File: config.mk
export PLATFORM = sky130hd
export DESIGN_NAME = hram_arbiter
export DESIGN_NICKNAME = d
export VERILOG_FILES = /design/src/rtl/hram_arbiter.sv
export SDC_FILE = /design/constraint.sdc
export NUM_CORES = 1
export LEC_CHECK = 0
export CAP_MARGIN = 5
export CORE_MARGIN = 5
export CORE_UTILIZATION = 42
export CTS_CLUSTER_DIAMETER = 120
export CTS_CLUSTER_SIZE = 28
export DETAILED_ROUTE_END_ITERATION = 7
export PLACE_DENSITY = 0.84
export REMOVE_ABC_BUFFERS = 1
export SETUP_SLACK_MARGIN = 0.4
export SYNTH_ARGS = -nofsm -noshare
export SYNTH_HDL_FRONTEND = slang
export SYNTH_SLANG_ARGS = --single-unit
File: constraint.sdc
create_clock -name clk -period 2 [get_ports clk]
set_clock_uncertainty 0.15 [all_clocks]
set_input_delay 0.2 -clock clk [delete_from_list [all_inputs] [get_ports clk]]
set_output_delay 0.2 -clock clk [all_outputs]
set_load 0.02 [all_outputs]
File: src/rtl/hram_arbiter.sv
// Two-port (CPU/DMA) round-robin arbiter in front of the high-RAM macro (FF80-FFFE).
// Each access runs GRANT -> PCH (PCH_CYCLES) -> ACC -> DONE; out-of-range addresses end at GRANT with err.
module hram_arbiter #(
    parameter int PCH_CYCLES = 1
) (
    input  logic       clk,
    input  logic       rst,
    input  logic       cpu_req,
    input  logic       cpu_we,
    input  logic [7:0] cpu_addr,
    input  logic [7:0] cpu_wdata,
    output logic       cpu_ack,
    output logic [7:0] cpu_rdata,
    output logic       cpu_err,
    input  logic       dma_req,
    input  logic       dma_we,
    input  logic [7:0] dma_addr,
    input  logic [7:0] dma_wdata,
    output logic       dma_ack,
    output logic [7:0] dma_rdata,
    output logic       dma_err,
    output logic       hram_rd,
    output logic       hram_wr,
    output logic [7:0] hram_a,
    output logic [7:0] hram_dout,
    output logic       hram_doe,
    input  logic [7:0] hram_din,
    output logic       busy
);
    // state | meaning
    // IDLE  | no access in flight, arbitrate pending requests
    // GRANT | winner latched, address range check
    // PCH   | precharge, PCH_CYCLES cycles, no strobes
    // ACC   | single strobe cycle, read data captured at its end
    // DONE  | ack pulse to the granted port
    localparam logic [2:0] ST_IDLE  = 3'd0;
    localparam logic [2:0] ST_GRANT = 3'd1;
    localparam logic [2:0] ST_PCH   = 3'd2;
    localparam logic [2:0] ST_ACC   = 3'd3;
    localparam logic [2:0] ST_DONE  = 3'd4;

    localparam logic       PORT_CPU = 1'b0;
    localparam logic       PORT_DMA = 1'b1;
    localparam logic [1:0] PCH_LOAD = 2'(PCH_CYCLES - 1);

    logic [2:0] state_q, state_d;
    logic       last_q, last_d;
    logic       gnt_q, gnt_d;
    logic       we_q, we_d;
    logic [7:0] addr_q, addr_d;
    logic [7:0] wdata_q, wdata_d;
    logic [1:0] cnt_q, cnt_d;
    logic       err_q, err_d;
    logic [7:0] cpu_rdata_q, cpu_rdata_d;
    logic [7:0] dma_rdata_q, dma_rdata_d;
    logic       addr_legal;

    assign addr_legal = addr_q[7] && (addr_q != 8'hFF);

    always_comb begin
        state_d     = state_q;
        last_d      = last_q;
        gnt_d       = gnt_q;
        we_d        = we_q;
        addr_d      = addr_q;
        wdata_d     = wdata_q;
        cnt_d       = cnt_q;
        err_d       = 1'b0;
        cpu_rdata_d = cpu_rdata_q;
        dma_rdata_d = dma_rdata_q;
        unique case (state_q)
            ST_IDLE: begin
                if (cpu_req || dma_req) begin
                    // On a tie the port that did not win last time goes first.
                    if (cpu_req && dma_req) gnt_d = ~last_q;
                    else                    gnt_d = dma_req ? PORT_DMA : PORT_CPU;
                    we_d    = (gnt_d == PORT_DMA) ? dma_we    : cpu_we;
                    addr_d  = (gnt_d == PORT_DMA) ? dma_addr  : cpu_addr;
                    wdata_d = (gnt_d == PORT_DMA) ? dma_wdata : cpu_wdata;
                    state_d = ST_GRANT;
                end
            end
            ST_GRANT: begin
                last_d = gnt_q;
                if (addr_legal) begin
                    cnt_d   = PCH_LOAD;
                    state_d = ST_PCH;
                end else begin
                    err_d   = 1'b1;
                    state_d = ST_IDLE;
                end
            end
            ST_PCH: begin
                if (cnt_q == 2'd0) state_d = ST_ACC;
                else               cnt_d   = cnt_q - 2'd1;
            end
            ST_ACC: begin
                if (!we_q) begin
                    if (gnt_q == PORT_DMA) dma_rdata_d = hram_din;
                    else                   cpu_rdata_d = hram_din;
                end
                state_d = ST_DONE;
            end
            ST_DONE: state_d = ST_IDLE;
            default: state_d = ST_IDLE;
        endcase
    end

    always_ff @(posedge clk or posedge rst) begin
        if (rst) begin
            state_q     <= ST_IDLE;
            last_q      <= PORT_DMA;
            gnt_q       <= PORT_CPU;
            we_q        <= 1'b0;
            addr_q      <= 8'h00;
            wdata_q     <= 8'h00;
            cnt_q       <= 2'd0;
            err_q       <= 1'b0;
            cpu_rdata_q <= 8'h00;
            dma_rdata_q <= 8'h00;
        end else begin
            state_q     <= state_d;
            last_q      <= last_d;
            gnt_q       <= gnt_d;
            we_q        <= we_d;
            addr_q      <= addr_d;
            wdata_q     <= wdata_d;
            cnt_q       <= cnt_d;
            err_q       <= err_d;
            cpu_rdata_q <= cpu_rdata_d;
            dma_rdata_q <= dma_rdata_d;
        end
    end

    // Strobes and acks decode straight from state so reset removes them without waiting for a clock.
    assign hram_rd   = (state_q == ST_ACC) && !we_q;
    assign hram_wr   = (state_q == ST_ACC) && we_q;
    assign hram_doe  = hram_wr;
    assign hram_a    = addr_q;
    assign hram_dout = wdata_q;
    assign cpu_ack   = (state_q == ST_DONE) && (gnt_q == PORT_CPU);
    assign dma_ack   = (state_q == ST_DONE) && (gnt_q == PORT_DMA);
    assign cpu_err   = err_q && (gnt_q == PORT_CPU);
    assign dma_err   = err_q && (gnt_q == PORT_DMA);
    assign cpu_rdata = cpu_rdata_q;
    assign dma_rdata = dma_rdata_q;
    assign busy      = (state_q != ST_IDLE);
endmodule
==> results.yml <==
logic_synthesis:
  synthXorXnorAreaFrac: 0
  synth_common_cells: "mux2_2 (42), dfrtp_1 (40), mux2_4 (10), inv_1 (5), nand2_1 (4)"
  synthTopCellsByArea: "dfrtp_1 (51%), mux2_2 (24%), mux2_4 (7.6%), dfstp_2 (1.3%), buf_12 (1.0%)"
  synth-main-ff-cell: "dfrtp_1"
  synth_compound_area_frac: 0.0325
  synthSimpleGateAreaFrac: 0.0860
  synth.top_cell.area_share: 0.510
  synth_edf_count: 0
  yosysMostFrequentCell: "mux2_2"
  synthMuxAreaShare: 0.317
  ys_ff_latch: 41
  ys_warn_count: 0
  synth_top_family_by_area: "multiplexers"
  synth_top_cell_by_area: "dfrtp_1"
  syn_area_mm2: 0.00196
  synth.yosys.seq_area_share: 0.523
  ys_async_sr_fraction: 1.00
  syn_avg_cell_area_um2: 14.4
  synthAdderAreaFrac: 0.00637
  netlist_instances: 136
  synth.distinct_cells: 32
worst_setup_path:
  worstPathCellList: "or3_4 > nor2_8 > buf_12 > mux2_2"
  required_ns: 2.03
  crit_type: "reg -> reg"
  crit_path_max_fanout: 10
  worstSetupEndpointType: "register"
  cp.arrival_ns: 1.83
  slowest_stage: "dfrtp_2"
  cp_slowest_stage_delay_ns: 0.47
  critPathLaunchType: "register"
clock_tree:
  clock_latency_ns: 0.29
  clk_root_buffer_cell: "clkbuf_8"
  cts_tree: "built"
  cts_sinks: 41
  cts_max_path_buffers: 2
  clkTransAtPathRegs_ns: 0.08
  numCtsBuffers: 5
  h-tree-depth: 2
final_layout:
  stdcell_area_mm2: 0.00324
  fillers: 297
  num_antenna_cells: 0
  area_delta_synth_final_pct: 65.1
  drive_gt1_frac: 0.435
  utilization: 0.729
  nets: 293
drt:
  wire_per_inst_um: 17.9
  ant_nets: 0
  viasPerCell: 5.18
  totalWireLength_um: 5340
  drt_iter0_markers: 63
  vias: 1543
  drc_errors: 0
  drt_first_pass_iters: 4
global_route:
  grt_max_degree: 42
  overflow: 0
  grt.total_usage: 0.172
  grt_pass1_vias: 1704
  antenna_found_initial: 0
  grt_pass1_wl_um: 8230
timing:
  hold_viol: 0
  fin_ws_ns: 0.207
  grt_setup_unrepaired: "yes"
  finalMaxSlewViolations: 0
  max_freq_ghz: 0.558
  setup_viol: 0
  slew_headroom: 0.706
  period_needed_ns: 1.79
  hold_slack_ns: 0.0972
  worst_pin_slew_ns: 0.440
  timing.final.crit_share: 0.897
placed_design:
  dpl_worst_slack_ns: -0.0135
  gp_congestion: 0.769
  port_buffers: 85
  dp_hpwl_um: 3620
  placed_cell_area_mm2: 0.00291
run:
  maxCapViolCount: 0
floorplan:
  die_area_mm2: 0.00614
  die_w_um: 78.4
  ioPinCount: 86
  core_mm2: 0.00444
  fp.dieH_um: 78.4
  rows: 24
  start_util: 0.442
min_path:
  hp-class: "in -> async"
pwr:
  irDropWorstVdd_mv: 0.689
  p_per_area_mw_per_mm2: 1470
  p_leak_nw: 1.50
outcome:
  outcome: "completed"
critical path, delay by kind of cell, from the launching register on:
kind,cells,cell delay [ns]
simple gates,2,0.57
flops,1,0.47
buf+inv,1,0.15
mux,1,0.34
cell type report:
cell class,instances,area (µm²),area share
repair buffers,108,1050,0.323
flip-flops and latches,41,1030,0.318
multi-input cells,85,995,0.307
clock buffers,7,86.3,0.0266
well taps,52,65.1,0.0201
inverters,5,18.8,0.00579
cells by family after synthesis:
| kind of cell | count (synthesis) |
|---|---|
| adder cells (fa/ha/maj) | 1 |
| AO/OA/AOI/OAI | 9 |
| flip-flops | 41 |
| AND/OR/NAND/NOR | 23 |
| buffers and inverters | 10 |
| multiplexers | 52 |
per-stage QoR:
step                power [mW]  setup TNS, ns  cells
finish                    4.76              0    298
global route              4.99              0    298
CTS                       4.59              0    293
detailed placement        3.97        -0.0135    275
global placement          3.90              0    275
floorplan                 2.82              0    131
sequential cells by signal, indices dropped and copies added (netlist names):
register	flops
cpu_rdata	8
dma_rdata	8
hram_a	8
hram_dout	8
state_q	3
cnt_q	2
err_q	1
gnt_q	1
last_q	1
we_q	1
per-layer routing:
layer / part of all wire / track usage / vias to the layer above
li1: - / - / 708
met1: 0.40 / 0.193 / 769
met2: 0.52 / 0.312 / 58
met3: 0.071 / 0.0561 / 8
met4: 0.012 / 0.0524 / 0
met5: 0 / 0 / -
repair_timing:
item	in CTS	in global routing
pin swaps	3	8
gates resized for setup	93	22
setup buffers	11	5
hold buffers	0	0
setup endpoints to repair	75	44
cells in the final DEF (no fill, tap or decap), drive strengths merged, types with 3 or more instances in the layout:
master and count:
buf 30, clkbuf 8, clkdlybuf4s50 45, dfrtp 40, dlygate4sd2 32, inv 5, mux2 52, nand2 4
nor2 3
where the power goes:
| group | internal, mW | switching [mW] | leakage [nW] |
|---|---|---|---|
| sequential | 1.24 | 0.298 | 0.490 |
| clock | 0.274 | 0.280 | 0.0443 |
| combinational | 1.47 | 1.20 | 0.965 |
final timing paths:
kind	from	to	slack, ns	cells past startpoint
min in group clk	cpu_rdata[7]$_DFFE_PP0P_	cpu_rdata[7]$_DFFE_PP0P_	0.36	1
worst min-delay path	rst	cpu_rdata[6]$_DFFE_PP0P_	0.1	3
worst min register to register	cpu_rdata[7]$_DFFE_PP0P_	cpu_rdata[7]$_DFFE_PP0P_	0.36	1
worst max-delay path	state_q[0]$_DFFE_PP0P_	hram_dout[6]$_DFFE_PP0P_	0.21	4
max in group asynchronous	rst	last_q$_DFFE_PP1P_	1.33	3
worst max register to register	state_q[0]$_DFFE_PP0P_	hram_dout[6]$_DFFE_PP0P_	0.21	4
Note: power is estimated with default switching activity, not from simulation.
